===== config.mk =====
export PLATFORM = sky130hd
export DESIGN_NAME = fifo_stream_reader
export DESIGN_NICKNAME = d
export VERILOG_FILES = /design/src/rtl/fifo_stream_reader.sv
export SDC_FILE = /design/constraint.sdc
export NUM_CORES = 1
export LEC_CHECK = 0
export ABC_AREA = 1
export ABC_CLOCK_PERIOD_IN_PS = 1620
export BUFFER_PORTS_ARGS = -buffer_cell sky130_fd_sc_hd__buf_2
export CAP_MARGIN = 20
export CORE_ASPECT_RATIO = 1.5
export CORE_MARGIN = 3
export CORE_UTILIZATION = 49
export DETAILED_ROUTE_END_ITERATION = 8
export PLACE_DENSITY = 0.87
export SLEW_MARGIN = 40
export SYNTH_ARGS = -nofsm -noshare
export SYNTH_HDL_FRONTEND = slang
export SYNTH_SLANG_ARGS = --single-unit

===== constraint.sdc =====
create_clock -name clk -period 1.62 [get_ports clk]
set_input_delay 0 -clock clk [delete_from_list [all_inputs] [get_ports clk]]
set_output_delay 0 -clock clk [all_outputs]
set_load 0.02 [all_outputs]

===== src/rtl/fifo_stream_reader.sv =====
// fifo_stream_reader
// Read-side consumer for the dual-clock FIFO. It issues FIFO reads, absorbs
// the FIFO's one-cycle registered read latency and re-presents the words as a
// first-word-fall-through valid/ready stream. A two-entry head/tail buffer
// plus the in-flight read slot keeps one word per cycle flowing under
// backpressure without ever dropping a word.
module fifo_stream_reader #(
  parameter int DATA_W = 32
) (
  input  logic              clk,
  input  logic              rst_n,
  input  logic              flush,
  input  logic              fifo_empty,
  output logic              fifo_r_en,
  input  logic [DATA_W-1:0] fifo_r_data,
  output logic              m_valid,
  input  logic              m_ready,
  output logic [DATA_W-1:0] m_data,
  output logic [1:0]        m_level
);

  // Buffer state: occupancy, read-in-flight flag, head/tail entries.
  logic [1:0]        occ_reg;
  logic [1:0]        occ_next;
  logic              pend_reg;
  logic [DATA_W-1:0] head_reg;
  logic [DATA_W-1:0] head_next;
  logic [DATA_W-1:0] tail_reg;
  logic [DATA_W-1:0] tail_next;

  logic              pop;
  logic [2:0]        room;
  logic [1:0]        occ_post;

  // A word leaves whenever the head is valid and the sink takes it.
  assign m_valid = (occ_reg != 2'd0);
  assign pop     = m_valid & m_ready;

  // Slots committed after this cycle: held words plus the word in flight,
  // minus the one leaving now. Computed at 3 bits so the subtraction of a
  // pop never wraps.
  assign room = {1'b0, occ_reg} + {2'b00, pend_reg} - {2'b00, pop};

  // Only read when a slot is guaranteed next cycle. rst_n gates the request
  // so no read is taken from the FIFO while this block is held in reset.
  assign fifo_r_en = rst_n & ~fifo_empty & ~flush & (room < 3'd2);

  // Occupancy once this cycle's pop has been applied.
  assign occ_post = occ_reg - {1'b0, pop};

  assign m_data  = head_reg;
  assign m_level = occ_reg;

  // Next buffer contents: pop shifts tail into head, then an arriving word
  // fills the first free entry. occ_post=1 with an arrival cannot coincide
  // with occ=2 plus pend, so a tail write never clobbers a live word.
  always_comb begin
    head_next = head_reg;
    tail_next = tail_reg;
    occ_next  = occ_post + {1'b0, pend_reg};
    if (pop) begin
      head_next = tail_reg;
    end
    if (pend_reg && !flush) begin
      if (occ_post == 2'd0) begin
        head_next = fifo_r_data;
      end else begin
        tail_next = fifo_r_data;
      end
    end
    if (flush) begin
      occ_next = 2'd0;
    end
  end

  // State registers; flush empties the buffer and forgets the in-flight read.
  always_ff @(posedge clk or negedge rst_n) begin
    if (!rst_n) begin
      occ_reg  <= 2'd0;
      pend_reg <= 1'b0;
      head_reg <= '0;
      tail_reg <= '0;
    end else begin
      occ_reg  <= occ_next;
      pend_reg <= fifo_r_en;
      head_reg <= head_next;
      tail_reg <= tail_next;
    end
  end

endmodule

==> reports/summary.log, run 1 <==
qor: outcome.run_status finished, violations left
qor: outcome.failing_checks setup timing
qor: logic_synthesis.post_synth_most_frequent_cells sky130_fd_sc_hd__nand2_1 (163), sky130_fd_sc_hd__dfrtp_1 (67), sky130_fd_sc_hd__nand3_1 (65)
qor: clock_network.clk_transition_reported_paths 70 ps
qor: timing.final_setup_vio_count 2
qor: floorplanning.rows 35
qor: logic_synthesis.seq_area_frac_synth 52.1%
qor: setup_path.crit_path_start_kind flip-flop
qor: clock_network.clock_path_buffers 2
qor: placement.detailedPlacementHpwl 4.96 mm
qor: global_route.track_usage 22.5%
qor: floorplanning.die_span_y 105 um
qor: logic_synthesis.synth_async_sr_flop_share 100%
qor: logic_synthesis.library_cell_with_the_largest_summed_area_after_synthesis sky130_fd_sc_hd__dfrtp_1
qor: floorplanning.floorplan.initialDensity 51.4%
qor: floorplanning.floorplan.core_area 6260 um2
qor: timing.finalMaxSlewViolations 0
qor: placement.buffer_ports.inserted 72
qor: logic_synthesis.primary_flip_flop_cell_chosen_by_synthesis_mapping sky130_fd_sc_hd__dfrtp_1
qor: setup_path.cp_slowest_stage_delay 410 ps
qor: timing.fin_worst_hold_slack 39.3 ps
qor: timing.postLayoutSetupSlackWorst -388 ps
qor: setup_path.crit_required 1620 ps
qor: min_path.hp-class in2reg
qor: logic_synthesis.number_of_enable_flip_flop_cells_after_synthesis 0
qor: cells_and_area.antennaDiodeCount 0
qor: placement.finalWeightedCongestion 0.836
qor: logic_synthesis.synth_area_leaders sky130_fd_sc_hd__dfrtp_1 (52%), sky130_fd_sc_hd__nand2_1 (19%), sky130_fd_sc_hd__nand3_1 (10%), sky130_fd_sc_hd__inv_1 (5.4%), sky130_fd_sc_hd__o21ai_0 (1.9%)
qor: clock_network.htree_num_levels 3
qor: power.p_leak 0.00243 uW
qor: logic_synthesis.syn-mean-instance-area 7.86 um2
qor: cells_and_area.nets 561
qor: routing.remaining_drc_errors 0
qor: global_route.first_global_vias 2995
qor: timing.worst-slew-pin-transition 362 ps
qor: logic_synthesis.mappedNetlistArea 3220 um2
qor: setup_path.cp_cell_sequence inv_2 > nand2_4 > nand2_4 > inv_2 > nor2_2 > o21ai_2 > fa_1 > xor2_2 > nor2_4 > buf_6
qor: timing.unrepaired_setup_endpoints_after_global_routing yes
qor: global_route.antenna_violations_before_repair 0
qor: placement.placement.setup.worst_slack -106 ps
qor: job.drv.max_cap_violation_count 0
qor: setup_path.critPathArrivalTime 2010 ps
qor: clock_network.cts_root_buf sky130_fd_sc_hd__clkbuf_8
qor: timing.final-hold-violation-count 0
qor: timing.finalClockSkew 6.43 ps
qor: clock_network.tritoncts_num_sinks 67
qor: min_path.worstHoldPathCells 5
qor: floorplanning.fp.dieArea 7600 um2
qor: global_route.grt_pass1_wl 13.5 mm
qor: floorplanning.die_x 72.2 um
qor: setup_path.worst_setup_path_end_kind output port
qor: power.p_per_area 1450 nW/um2
qor: cells_and_area.fin_area 4250 um2
qor: routing.detailroute.via_count 3035
qor: logic_synthesis.post_synth_inst_count 410
qor: logic_synthesis.net_count_after_synthesis 449
qor: floorplanning.ios 73
qor: routing.drtAntennaViolNets 0
qor: timing.timing.slew.headroom 75.8%
qor: cells_and_area.area_growth_syn_to_layout 32.1%
qor: logic_synthesis.yosysMostFrequentCell sky130_fd_sc_hd__nand2_1
qor: setup_path.path_class reg2out
qor: timing.fmaxAchievable 0.498 GHz
qor: timing.final_cycle_utilization_of_the_critical_path 124%
qor: timing.final_period_minus_worst_setup_slack 2010 ps
qor: routing.avgRoutedWirePerCell 13.0 um
qor: routing.drt_pass_1_iters 4
qor: logic_synthesis.post_synth_num_cell_types 20
qor: logic_synthesis.synth.ff_latch_count 67
qor: clock_network.worst_skew_pair.late_latency 340 ps
qor: global_route.grt_overflow 0
qor: logic_synthesis.post-synth-top-area-fraction 52.1%
qor: logic_synthesis.synth_warnings 0
qor: routing.post_drt_via_cell_ratio 5.05
qor: clock_network.cts-buffers-inserted 9
qor: routing.drt-initial-drc-count 235
qor: setup_path.highest_fanout_seen_on_the_critical_path 3
qor: routing.finalWirelength 7.83 mm
qor: global_route.largest_net_degree_at_the_start_of_global_routing 68
qor: power.irDropWorstVdd 0.000924 V
qor: clock_network.clock_tree_from_tritoncts built
qor: cells_and_area.layout-drive-gt1-share 23.9%
qor: setup_path.reg2reg_depth 10
qor: timing.setup_tns -490 ps
qor: placement.dpl-instance-area 3660 um2
qor: power.p_total 6170 uW
qor: setup_path.worst_path_max_delay_cell sky130_fd_sc_hd__dfrtp_2
==> power breakdown <==
part           internal [uW]  switching, uW
logic                    844           1440
clock network            627            622
registers               2290            342
total                   3770           2410
==> per-layer routing <==
layer	part of all wire (%)	vias up	track usage, %	routed length [um]
li1	-	1483	-	-
met1	38	1419	26.8	3000
met2	54	116	38.1	4240
met3	5.3	17	4.48	412
met4	2.4	0	10.9	187
met5	0	-	0	0
==> layout by cell type (no fill, tap or decap), types with 2 or more instances in the layout <==
| cell | instances |
|---|---|
| sky130_fd_sc_hd__nor2_1 | 5 |
| sky130_fd_sc_hd__dfrtp_2 | 2 |
| sky130_fd_sc_hd__nand2_2 | 2 |
| sky130_fd_sc_hd__buf_4 | 16 |
| sky130_fd_sc_hd__buf_2 | 71 |
| sky130_fd_sc_hd__nor2_4 | 3 |
| sky130_fd_sc_hd__buf_12 | 2 |
| sky130_fd_sc_hd__nand3_1 | 64 |
| sky130_fd_sc_hd__clkinv_2 | 4 |
| sky130_fd_sc_hd__dfrtp_1 | 65 |
| sky130_fd_sc_hd__inv_2 | 4 |
| sky130_fd_sc_hd__o21ai_1 | 10 |
| sky130_fd_sc_hd__a21oi_1 | 2 |
| sky130_fd_sc_hd__inv_1 | 45 |
| sky130_fd_sc_hd__nand2_1 | 163 |
| sky130_fd_sc_hd__nand2_4 | 2 |
| sky130_fd_sc_hd__dlygate4sd3_1 | 34 |
| sky130_fd_sc_hd__o21ai_0 | 11 |
| sky130_fd_sc_hd__clkbuf_8 | 11 |
==> area by class of cell <==
class	instances	area, um2
flip-flops and latches	67	1680
repair buffers	124	867
inverters	50	190
fillers	506	2010
clock inverters	5	27.5
well taps	74	92.6
clock buffers	11	151
multi-input cells	270	1250
==> logic make-up (layout without fill, tap and decap cells) <==
family	count (synthesis)	count (layout)	share of synthesized area, %
buffers and inverters	73	190	10.6
adder cells (fa/ha/maj)	2	2	1.01
XOR/XNOR	1	1	0.272
AO/OA/AOI/OAI	24	24	3.73
AND/OR/NAND/NOR	243	243	32.4
flip-flops	67	67	52.1
==> critical path, delay by kind of cell, from the launching register on <==
kind / cells / cell delay [ps]
DFF: 1 / 410
adders and majority gates: 1 / 400
and+or+nand+nor: 4 / 360
buffers and inverters: 3 / 250
xor gates and xnor gates: 1 / 170
AOI/OAI and AO/OA: 1 / 70
==> per-stage QoR <==
stage / util (%) / cells
after floorplan: - / 410
after global placement: 58.4 / 545
after detailed placement: 58.4 / 545
after CTS: 67.6 / 599
after global routing: 67.9 / 601
final: 67.9 / 601
==> final timing paths <==
path / startpoint / to / slack [ps]
max: m_level[0] / fifo_r_en / -390
min: fifo_empty / pend_reg / 40
max reg2reg: m_level[0] / pend_reg / -100
min reg2reg: tail_reg[18] / tail_reg[18] / 480
max in group asynchronous: rst_n / m_data[22] / 1100
min in group asynchronous: rst_n / m_data[2] / 230
==> repair_timing <==
item                                    CTS  global route
hold endpoints to repair                133             0
cloned                                    0             0
endpoints found under the setup margin   23            28
gates resized for setup                   6             1
pin swaps                                 1             2
setup buffers                             4             2
hold buffers                             34             0
Note: power is estimated with default switching activity, not from simulation.
==> run 2: changes to the inputs <==
--- a/config.mk
+++ b/config.mk
@@ -7,13 +7,14 @@
 export LEC_CHECK = 0
 export ABC_AREA = 1
 export ABC_CLOCK_PERIOD_IN_PS = 1620
-export BUFFER_PORTS_ARGS = -buffer_cell sky130_fd_sc_hd__buf_2
+export BUFFER_PORTS_ARGS = -buffer_cell sky130_fd_sc_hd__clkbuf_2
 export CAP_MARGIN = 20
 export CORE_ASPECT_RATIO = 1.5
 export CORE_MARGIN = 3
 export CORE_UTILIZATION = 49
 export DETAILED_ROUTE_END_ITERATION = 8
 export PLACE_DENSITY = 0.87
+export SETUP_SLACK_MARGIN = 0.2
 export SLEW_MARGIN = 40
 export SYNTH_ARGS = -nofsm -noshare
 export SYNTH_HDL_FRONTEND = slang
==> run 2 against run 1 <==
  * The run still ends with setup timing left
  * Largest cell class unchanged
  * Non-clock buffer count increased by 5
  * Core utilization up 2.6 points
  * Wire length increased by 6.8%
  * Die area did not move
  * Fmax decreased by 0.64%
  * Clock skew rose by 0.59 ps
  * Via count decreased by 0.30%
  * Register-to-register slack improved by 20 ps
  * Sequential power rose by 2%
  * Critical path depth unchanged
==> reports/summary.log, run 2 (synthesis gave the netlist of run 1 again) <==
qor: timing.postLayoutSetupSlackWorst -401 ps
qor: setup_path.path_class reg2out
qor: global_route.first_global_vias 3016
qor: setup_path.crit_required 1620 ps
qor: setup_path.critPathArrivalTime 2020 ps
qor: clock_network.cts_root_buf sky130_fd_sc_hd__clkbuf_8
qor: timing.worst-slew-pin-transition 393 ps
qor: floorplanning.die_x 72.2 um
qor: outcome.failing_checks setup timing
qor: routing.drt-initial-drc-count 180
qor: timing.unrepaired_setup_endpoints_after_global_routing yes
qor: cells_and_area.area_growth_syn_to_layout 37.1%
qor: timing.final_period_minus_worst_setup_slack 2020 ps
qor: timing.finalMaxSlewViolations 0
qor: global_route.grt_pass1_wl 13.6 mm
qor: clock_network.clock_path_buffers 2
qor: cells_and_area.layout-drive-gt1-share 28.8%
qor: setup_path.worst_setup_path_end_kind output port
qor: placement.finalWeightedCongestion 0.843
qor: setup_path.cp-endpoint fifo_r_en
qor: routing.post_drt_via_cell_ratio 4.99
qor: clock_network.clock_tree_from_tritoncts built
qor: setup_path.ff2ff_setup_slack -80 ps
qor: clock_network.cts-buffers-inserted 9
qor: clock_network.worst_skew_pair.late_latency 340 ps
qor: cells_and_area.nets 566
qor: power.p_leak 0.00248 uW
qor: cells_and_area.nFillCells 472
qor: timing.fin_worst_hold_slack 262 ps
qor: floorplanning.die_span_y 105 um
qor: placement.dpl-instance-area 3660 um2
qor: timing.final_cycle_utilization_of_the_critical_path 125%
qor: timing.fmaxAchievable 0.495 GHz
qor: floorplanning.floorplan.initialDensity 51.4%
qor: clock_network.clk_transition_reported_paths 70 ps
qor: floorplanning.floorplan.core_area 6260 um2
qor: routing.detailroute.via_count 3026
qor: global_route.antenna_violations_before_repair 0
qor: global_route.largest_net_degree_at_the_start_of_global_routing 68
qor: routing.drt_pass_1_iters 4
qor: routing.remaining_drc_errors 0
qor: timing.setup_tns -476 ps
qor: floorplanning.rows 35
qor: routing.avgRoutedWirePerCell 13.8 um
qor: placement.buffer_ports.inserted 72
qor: min_path.hp-class in2async
qor: cells_and_area.final_util 70.5%
qor: setup_path.highest_fanout_seen_on_the_critical_path 4
qor: power.irDropWorstVdd 0.000937 V
qor: setup_path.crit_path_start_kind flip-flop
qor: setup_path.crit_start m_level[0]
qor: cells_and_area.fin_area 4420 um2
qor: cells_and_area.antennaDiodeCount 0
qor: global_route.grt_overflow 0
qor: clock_network.tritoncts_num_sinks 67
qor: routing.finalWirelength 8.36 mm
qor: timing.finalClockSkew 7.02 ps
qor: outcome.run_status finished, violations left
qor: job.drv.max_cap_violation_count 0
qor: timing.timing.slew.headroom 73.8%
qor: cells_and_area.mostFrequentLayoutCell sky130_fd_sc_hd__nand2_1
qor: floorplanning.fp.dieArea 7600 um2
qor: clock_network.htree_num_levels 3
qor: power.p_per_area 1430 nW/um2
qor: timing.final_setup_vio_count 2
qor: global_route.track_usage 22.5%
qor: setup_path.timing.rr.end pend_reg
qor: floorplanning.ios 73
qor: cells_and_area.final_cell_mix sky130_fd_sc_hd__nand2_1 (140), sky130_fd_sc_hd__clkbuf_2 (70), sky130_fd_sc_hd__dfrtp_1 (65)
qor: timing.final-hold-violation-count 0
qor: setup_path.timing.rr.start m_level[0]
qor: setup_path.reg2reg_depth 10
qor: placement.placement.setup.worst_slack -58.1 ps
qor: placement.detailedPlacementHpwl 4.98 mm
qor: routing.drtAntennaViolNets 0
-- run 2: worst min-delay path by stage --
stage / cells past startpoint / slack, ps / end / from
2_1_floorplan: 0 / -300 / m_data[0] / rst_n
4_1_cts: 6 / 260 / m_data[14] / m_ready
6_report: 3 / 260 / m_data[2] / rst_n
3_5_place_dp: 2 / 110 / m_data[17] / rst_n
5_1_grt: 6 / 290 / m_data[12] / m_ready
3_3_place_gp: 2 / 110 / m_data[2] / rst_n
-- run 2: final cells by class --
type	instances	area (um2)	share of cell area, %
clock buffer	12	155	3.51
clock inverter	4	25.0	0.567
inverter	50	195	4.42
multi-input combinational	270	1320	29.8
sequential	67	1680	38.0
tap	74	92.6	2.10
timing repair buffer	129	952	21.6
-- run 2: layer usage --
| metal | up-vias | GRT usage (%) | part of all wire [%] |
|---|---|---|---|
| li1 | 1496 | - | - |
| met1 | 1427 | 26.9 | 41 |
| met2 | 94 | 39.1 | 54 |
| met3 | 9 | 5.06 | 4.4 |
| met4 | 0 | 7.80 | 1.2 |
| met5 | - | 0 | 0 |
-- run 2: what timing repair did --
action	4_1_cts	5_1_grt
endpoints found under the setup margin	67	26
hold endpoints to repair	134	0
gates resized for setup	4	42
pin swaps	0	11
hold buffers	35	0
gates cloned	0	2
buffers inserted	2	6
-- run 2: stage by stage --
step | power (uW) | cells
after floorplan | 4090 | 410
after global routing | 6770 | 606
final | 6310 | 606
after CTS | 6220 | 598
after global placement | 4780 | 545
after detailed placement | 4880 | 545
-- run 2: report_power, final --
group          total [uW]  internal (uW)  switching [uW]
clock                1260            634             624
combinational        2360            887            1470
sequential           2690           2300             397
-- run 2: worst max-delay path, cell delays in order, from the launching register on --
cell                       delay [ps]
sky130_fd_sc_hd__dfrtp_2          410
sky130_fd_sc_hd__inv_2             70
sky130_fd_sc_hd__nand2_4           60
sky130_fd_sc_hd__nand2_4           80
sky130_fd_sc_hd__inv_2             50
sky130_fd_sc_hd__nor2_4            80
sky130_fd_sc_hd__o21ai_2           60
sky130_fd_sc_hd__fa_2             530
sky130_fd_sc_hd__nand3_2          100
sky130_fd_sc_hd__nor2_4           100
sky130_fd_sc_hd__clkbuf_8         150
